===== src/rtl/qpsk_demap_packer.sv =====
// QPSK hard-decision demapper: Gray-coded 2-bit symbols packed MSB-first into
// OUT_WIDTH-bit words, buffered in a word FIFO behind a registered valid/ready port.
module qpsk_demap_packer #(
  parameter int DATA_WIDTH = 16,
  parameter int OUT_WIDTH  = 8,
  parameter int FIFO_DEPTH = 8,
  parameter int CNT_W      = 4
) (
  input  logic                  clk,
  input  logic                  rst,
  input  logic                  sym_valid,
  input  logic [DATA_WIDTH-1:0] I_sym,
  input  logic [DATA_WIDTH-1:0] Q_sym,
  input  logic                  sync_clear,
  input  logic                  clear_ovf,
  output logic [OUT_WIDTH-1:0]  out_data,
  output logic                  out_valid,
  input  logic                  out_ready,
  output logic [CNT_W-1:0]      fifo_count,
  output logic                  overflow
);

  localparam int SYMS  = OUT_WIDTH / 2;
  localparam int PH_W  = (SYMS > 1) ? $clog2(SYMS) : 1;
  localparam int PTR_W = $clog2(FIFO_DEPTH);
  localparam logic [PH_W-1:0]  LAST_PH  = PH_W'(SYMS - 1);
  localparam logic [CNT_W-1:0] FULL_CNT = CNT_W'(FIFO_DEPTH);

  // Sign-bit decision: negative maps to 1, zero and positive map to 0.
  function automatic logic [1:0] demap(input logic [DATA_WIDTH-1:0] i_v,
                                       input logic [DATA_WIDTH-1:0] q_v);
    return {i_v[DATA_WIDTH-1], q_v[DATA_WIDTH-1]};
  endfunction

  logic [PH_W-1:0]      phase_r;
  logic [OUT_WIDTH-1:0] sr_r;
  logic [OUT_WIDTH-1:0] mem_r [FIFO_DEPTH];
  logic [PTR_W-1:0]     wr_ptr_r;
  logic [PTR_W-1:0]     rd_ptr_r;
  logic [CNT_W-1:0]     count_r;
  logic                 ovf_r;
  logic                 out_valid_r;
  logic [OUT_WIDTH-1:0] out_data_r;

  logic [1:0]           code_s;
  logic [OUT_WIDTH-1:0] word_s;
  logic                 push_s;
  logic                 pop_s;
  logic                 full_s;
  logic                 accept_s;
  logic                 drop_s;
  logic [PTR_W-1:0]     rd_next_s;

  // Word completion, FIFO handshake and drop decisions.
  always_comb begin
    code_s    = demap(I_sym, Q_sym);
    word_s    = {sr_r[OUT_WIDTH-3:0], code_s};
    push_s    = sym_valid & ~sync_clear & (phase_r == LAST_PH);
    pop_s     = out_valid_r & out_ready;
    full_s    = (count_r == FULL_CNT);
    accept_s  = push_s & (~full_s | pop_s);
    drop_s    = push_s & full_s & ~pop_s;
    rd_next_s = rd_ptr_r + PTR_W'(1);
  end

  // Symbol packer: phase counter and shift register.
  always_ff @(posedge clk or posedge rst) begin
    if (rst) begin
      phase_r <= '0;
      sr_r    <= '0;
    end else if (sync_clear) begin
      if (sym_valid) begin
        phase_r <= PH_W'(1);
        sr_r    <= {{(OUT_WIDTH-2){1'b0}}, code_s};
      end else begin
        phase_r <= '0;
        sr_r    <= '0;
      end
    end else if (sym_valid) begin
      if (phase_r == LAST_PH) begin
        phase_r <= '0;
        sr_r    <= '0;
      end else begin
        phase_r <= phase_r + PH_W'(1);
        sr_r    <= word_s;
      end
    end
  end

  // FIFO storage; contents need no reset because count gates every read.
  always_ff @(posedge clk) begin
    if (accept_s) begin
      mem_r[wr_ptr_r] <= word_s;
    end
  end

  // FIFO pointers, occupancy and sticky overflow (a drop beats clear_ovf).
  always_ff @(posedge clk or posedge rst) begin
    if (rst) begin
      wr_ptr_r <= '0;
      rd_ptr_r <= '0;
      count_r  <= '0;
      ovf_r    <= 1'b0;
    end else begin
      if (accept_s) wr_ptr_r <= wr_ptr_r + PTR_W'(1);
      if (pop_s)    rd_ptr_r <= rd_next_s;
      case ({accept_s, pop_s})
        2'b10:   count_r <= count_r + CNT_W'(1);
        2'b01:   count_r <= count_r - CNT_W'(1);
        default: count_r <= count_r;
      endcase
      if (drop_s)         ovf_r <= 1'b1;
      else if (clear_ovf) ovf_r <= 1'b0;
    end
  end

  // Registered head: only words already in storage are presented, so a fresh
  // word into an empty FIFO shows one edge after it was written.
  always_ff @(posedge clk or posedge rst) begin
    if (rst) begin
      out_valid_r <= 1'b0;
      out_data_r  <= '0;
    end else if (pop_s) begin
      if (count_r > CNT_W'(1)) begin
        out_valid_r <= 1'b1;
        out_data_r  <= mem_r[rd_next_s];
      end else begin
        out_valid_r <= 1'b0;
      end
    end else if (!out_valid_r && (count_r != '0)) begin
      out_valid_r <= 1'b1;
      out_data_r  <= mem_r[rd_ptr_r];
    end
  end

  assign out_data   = out_data_r;
  assign out_valid  = out_valid_r;
  assign fifo_count = count_r;
  assign overflow   = ovf_r;

endmodule

===== config.mk =====
export PLATFORM = sky130hd
export DESIGN_NAME = qpsk_demap_packer
export DESIGN_NICKNAME = d
export VERILOG_FILES = /design/src/rtl/qpsk_demap_packer.sv
export SDC_FILE = /design/constraint.sdc
export NUM_CORES = 1
export LEC_CHECK = 0
export CAP_MARGIN = 20
export CORE_MARGIN = 1
export CORE_UTILIZATION = 56
export CTS_CLUSTER_SIZE = 16
export DETAILED_ROUTE_END_ITERATION = 10
export PLACE_DENSITY = 0.81
export SLEW_MARGIN = 20
export SYNTH_ARGS = -nofsm -noshare
export SYNTH_HDL_FRONTEND = slang
export SYNTH_SLANG_ARGS = --single-unit

===== constraint.sdc =====
create_clock -name clk -period 3.5 [get_ports clk]
set_clock_uncertainty 0.2 [all_clocks]
set_input_delay 0.525 -clock clk [delete_from_list [all_inputs] [get_ports clk]]
set_output_delay 0.525 -clock clk [all_outputs]
set_load 0.02 [all_outputs]

Word level (Yosys, flattened, before mapping)
Memories as Yosys holds them, arrays and structs flattened.
Index checks and enable logic that the tools add are counted.
Cells by class
  bitwise operators: 10
  mux-type cells: 19
  reductions and logical operators: 8
  $add $sub $neg: 5
  order comparisons: 1
  equal/unequal tests: 5
Operator list (count)
  8-bit two-way mux: 3
  6-bit two-way mux: 3
  1-bit two-way mux: 8
  2-bit two-way mux: 4
  4-bit one-hot mux with 2 select lines: 1
  2-bit nonzero test: 4
  3-bit by 1-bit adder with 3-bit output, second input constant: 2
  1-bit bitwise AND: 6
  4-bit by 1-bit adder with 4-bit output, second input constant: 1
  2-bit equality test, second input constant: 2
  4-bit equality test, second input constant: 1
  4-bit by 1-bit > comparator with 1-bit output, second input constant: 1
  4-bit nonzero test: 1
  4-bit by 1-bit subtractor with 4-bit output, second input constant: 1
  1-bit NOT: 3
  2-bit by 1-bit adder with 2-bit output, second input constant: 1
  2-bit by 1-bit equality test with 1-bit output, second input constant: 1
  2-bit by 1-bit inequality test with 1-bit output, second input constant: 1
  2-bit AND reduction: 1
  1-bit logical AND: 1
  1-bit logical NOT: 1
  1-bit OR: 1
Storage, ports and cells
  memory bits (writable): 64
  memories kept: 1
  output and inout port bits: 14
  bits of input ports: 38
  word-level logic and storage cells: 57
  register bits after elaboration: 28
Memories
  mem_r: words 8, width 8, rd ports 2, clocked after memory_dff 0, write ports 1, line 37  | logic [OUT_WIDTH-1:0] mem_r [FIFO_DEPTH];

Longest topological paths before layout
  word-level depth: 6
  mapped depth: 7
  depth with buffers taken out: 6

Least setup slack after synthesis
Ideal clock, no wire load.
  kind: reg-to-reg
  start: reg count_r[0] (netlist: fifo_count[0])
  end: mem mem_r[0][0], enable pin
  setup time: 0.383 ns
  cell stages (with the launch flop): 7
  clock period less this slack: 2.752 ns
  setup slack: 0.748 ns
  data required time: 2.917 ns
  arrival time: 2.168 ns
  cells stage by stage: dfrtp_1 > inv_1 > ha_1 > and3b_1 > a21oi_1 > nand2b_1 > nor3_1
On the way
  word-level cells in the longest chain between the ends: 6
Ends and longest elaborated chain
  start: declaration: line 40  | logic [CNT_W-1:0] count_r;
  start signal: assignment: line 108  | 2'b10: count_r <= count_r + CNT_W'(1);
  start signal: assignment: line 109  | 2'b01: count_r <= count_r - CNT_W'(1);
  start signal: assignment: line 110  | default: count_r <= count_r;
  4-bit equality test: line 60  | full_s = (count_r == FULL_CNT);
  1-bit NOT: line 61  | accept_s = push_s & (~full_s | pop_s);
  1-bit OR: line 61
  1-bit bitwise AND: line 61
  1-bit two-way mux: line 92  | if (accept_s) begin
  1-bit two-way mux (not written as such): line 93  | mem_r[wr_ptr_r] <= word_s;
  end: declaration: line 37
Every way passes these cells.

Final worst setup path
  start: reg rd_ptr_r[1]
  end: reg out_data_r[6] (netlist: out_data[6])
On the way
  word-level cells in the longest chain between the ends: 4
Ends and longest elaborated chain
  start: declaration: line 39  | logic [PTR_W-1:0] rd_ptr_r;
  start signal: assignment: line 106  | if (pop_s) rd_ptr_r <= rd_next_s;
  3-bit by 1-bit adder with 3-bit output: line 63  | rd_next_s = rd_ptr_r + PTR_W'(1);
  named net rd_next_s[1]: line 52  | logic [PTR_W-1:0] rd_next_s;
  memory read 8 x 8 bit
  8-bit two-way mux: line 124  | if (count_r > CNT_W'(1)) begin
  8-bit two-way mux: line 123  | end else if (pop_s) begin
  end signal: assignment: line 126  | out_data_r <= mem_r[rd_next_s];
  end signal: assignment: line 132  | out_data_r <= mem_r[rd_ptr_r];
  end: declaration: line 43  | logic [OUT_WIDTH-1:0] out_data_r;
The timed path passes the listed nets, and every way through them passes these cells. The select of a mux whose other input is x is not followed.
A chain may end at the register's enable or synchronous reset.

==> results.md <==
- Area growth syn-to-layout: 11.8%
- Die Span Y: 90.7 um
- Clk root buf: clkbuf_8
- Metal3 WL: about 700 um
- Inst Count DP: 406
- CP endpoint kind: flop
- Fin crit period: 2.68 ns
- Max FO, Critical Path: 9
- Diode count: 0
- Die area: 8230 um^2
- Clock slew at reported path FFs: 0.10 ns
- Mapped Area: 4410 um^2
- Synth warn: 0
- Row Count: 31
- Post-synth top area cell: edfxtp_1
- TritonCTS clock tree: done
- Met1 WL: around 3700 um
- Post-synth top area share: 0.436
- Postcts setup bufs: 0
- Top post-synthesis cells by count: edfxtp_1, dfrtp_1, mux4_2, nand2_1, nor2_1
- Largest family of logic cells by synthesized area: multiplexers
- Hold WC Path Type: reg2reg
- Pleak: 1.77 nW
- Delay-heaviest family, CP: compound AO/OA/AOI/OAI gates
- Slew headroom: 0.592
- Residual DRC count: 0
- Post-cts resize count: 0
- CP Buf/Inv Count: 1
- First-pass GRT wire length: around 14,000 um
- Max Root-Sink Buffers: 2
- Vias: between 2,000 and 3,000
- TritonCTS Sinks: between 90 and 100
- Actual slew at the worst max-slew pin: 0.612 ns
- Ranking of synthesized cells by area: edfxtp_1, dfrtp_1, mux4_2
- Fill cells: 501
- Crit share post-route: 0.765
- H-tree Lvls: 3
- Async S/R FF share, synth: 0.304
- Synth Area in XOR/XNOR: 0.0176
- Core Footprint: 7410 um^2
- Crit path launch type: flop
- GRT overflow: 0
- Mux contribution to synthesized area: 0.183
- Max incr delay on CP: between 0.6 and 0.7 ns
- PortBufs: 21
- Wirelength per Cell: 20.5 um
- Status: completed
- Iter 0 DRT Violations: 278
- Crit-path cells: ha_1, buf_4, mux2i_1, o221ai_1, a32o_1, o22a_1
- Worst EP arrival: 2.73 ns
- VDD IR-drop max: 0.000344 V
- Chip Width: 90.7 um
- Kind of critical path: reg2reg
- CP required: 3.55 ns
- Initial antenna violation count: 0
- Cell Pwr Density: roughly 800 nW/um^2
- RSZ-0062 raised after global routing: false
- Vias in the first global route: 2,541
- Post-Synth Simple-Gate Area: 0.0812
- Slowest-stage cell, CP: ha_1
- Slew Viols, Final: 0
- Routed Antenna Nets: 0
- Synth unique cells: 44
- Initial core utilization: 0.595
- Fin cells: 422
- Detailed-route vias per instance: ~6.4
- Seq/Total Area, Yosys: 0.595
- DRT Wirelength: 8660 um
- TNS Setup: 0 ns
- Synth Area in Adders: 0.0199
- Main flop type after synthesis: edfxtp_1
- I/O pins: between 50 and 60
- Top layer in use: met4
- Layout cells sized above 1: 0.183
- Dpl hpwl: roughly 5800 um
- Hold Fails Final Rpt: 0
- Max-Cap Viols: 0
- Final setup fails: 0
- Initial DRT Pass Iterations: 5
- Synth Area in Compound Gates: 0.0719
- CTS Hold Bufs: 0
- Synthesized net count: 331
- Syn_area_per_cell: roughly 15 um^2
- Largest net degree at the start of global routing: 33
- Met2 WL post-DR: 4050 um
- Routability Congestion: 0.789
- Mapped Cells: 286
- Max Fclk: ~370 MHz
- Number of synthesized flops with an enable pin: between 60 and 70
- Total Nets Final: 363
- FF+latch count, synth: 92
- Total GRT Usage: 0.226
- Worst-Skew Late Latency: around 0.36 ns
- CTS buffer count: 9
- Most frequent cell after synthesis: edfxtp_1
-- registers in the layout, indices dropped and copies added (netlist names) --
name        cells
overflow        1
wr_ptr_r        3
rd_ptr_r        3
out_valid       1
out_data        8
phase_r         2
mem_r          64
fifo_count      4
sr_r            6
-- final cells by class --
class | instances | area (um^2) | area share
multi-input cells | 172 | 1650 | 0.334
clock inverters | 6 | 47.5 | 0.00965
clock buffers | 10 | 138 | 0.0279
inverters | 7 | 26.3 | 0.00533
well taps | 99 | 124 | 0.0251
flip-flops and latches | 92 | 2620 | 0.532
repair buffers | 36 | 323 | 0.0655
-- per-layer routing --
layer  track usage  vias to the layer above
li1              -                     1187
met3        0.0463                       19
met5             0                        -
met1         0.316                     1340
met2         0.346                      137
met4        0.0968                        0
-- path summary, 6_finish.rpt --
check / slack [ns] / from / cells past startpoint / to
worst max register to register: 0.82 / rd_ptr_r[1]$_DFFE_PP0P_ / 6 / out_data[6]$_DFFE_PP0P_
min in group asynchronous: 0.32 / rst / 3 / fifo_count[2]$_DFFE_PP0P_
worst max-delay path: 0.82 / rd_ptr_r[1]$_DFFE_PP0P_ / 6 / out_data[6]$_DFFE_PP0P_
worst min register to register: 0.30 / out_data[2]$_DFFE_PP0P_ / 1 / out_data[2]$_DFFE_PP0P_
worst min-delay path: 0.30 / out_data[2]$_DFFE_PP0P_ / 1 / out_data[2]$_DFFE_PP0P_
max in group asynchronous: 2.51 / rst / 3 / out_data[1]$_DFFE_PP0P_
-- stage by stage --
step	utilization	total power (W)	hold WS, ns	area, um^2	setup WS [ns]
4_1_cts	0.665	0.00386	0.301	4930	0.805
5_1_grt	0.665	0.00406	0.316	4930	0.680
6_report	0.665	0.00385	0.295	4930	0.824
3_3_place_gp	0.640	0.00315	0.273	4740	0.637
3_5_place_dp	0.640	0.00321	0.279	4740	0.588
2_1_floorplan	-	0.00281	0.280	4410	0.748
-- worst register-to-register path, stage by stage, from the launching register on --
cell and delay, ns:
dfrtp_1 0.40, ha_1 0.67, buf_4 0.29, mux2i_1 0.33, o221ai_1 0.19, a32o_1 0.31, o22a_1 0.18
-- layout by cell type (no fill, tap or decap), types with 3 or more instances in the layout --
| master | synthesis | final |
|---|---|---|
| mux4_2 | 23 | 23 |
| a32oi_1 | 6 | 6 |
| nand2b_1 | 9 | 9 |
| nand2_1 | 23 | 23 |
| a32o_1 | 3 | 3 |
| clkdlybuf4s50_1 | 0 | 21 |
| ha_1 | 7 | 7 |
| nand3_1 | 8 | 8 |
| mux2i_1 | 12 | 12 |
| inv_1 | 7 | 7 |
| nor3_1 | 5 | 5 |
| buf_4 | 0 | 15 |
| o221ai_1 | 3 | 3 |
| mux4_1 | 6 | 6 |
| edfxtp_1 | 64 | 64 |
| xnor2_1 | 6 | 6 |
| clkinvlp_4 | 0 | 4 |
| clkbuf_8 | 0 | 10 |
| o21ai_0 | 3 | 3 |
| o21a_1 | 5 | 5 |
| nand3b_1 | 6 | 6 |
| a21oi_1 | 7 | 7 |
| dfrtp_1 | 28 | 28 |
| nor2_1 | 15 | 15 |
-- logic make-up (layout without fill, tap and decap cells) --
kind of cell,count (synthesis),count (layout)
xor gates and xnor gates,8,8
and+or+nand+nor,73,73
adders and majority gates,7,7
AOI/OAI and AO/OA,42,42
buffers and inverters,22,59
muxes,42,42
DFF,92,92
-- report_power, final --
group          switching (W)  leakage [nW]  internal (W)
Combinational       0.000882         0.759      0.000875
Sequential          0.000144         0.926       0.00129
Clock               0.000379        0.0815      0.000282
(Power assumes the default switching activity.)
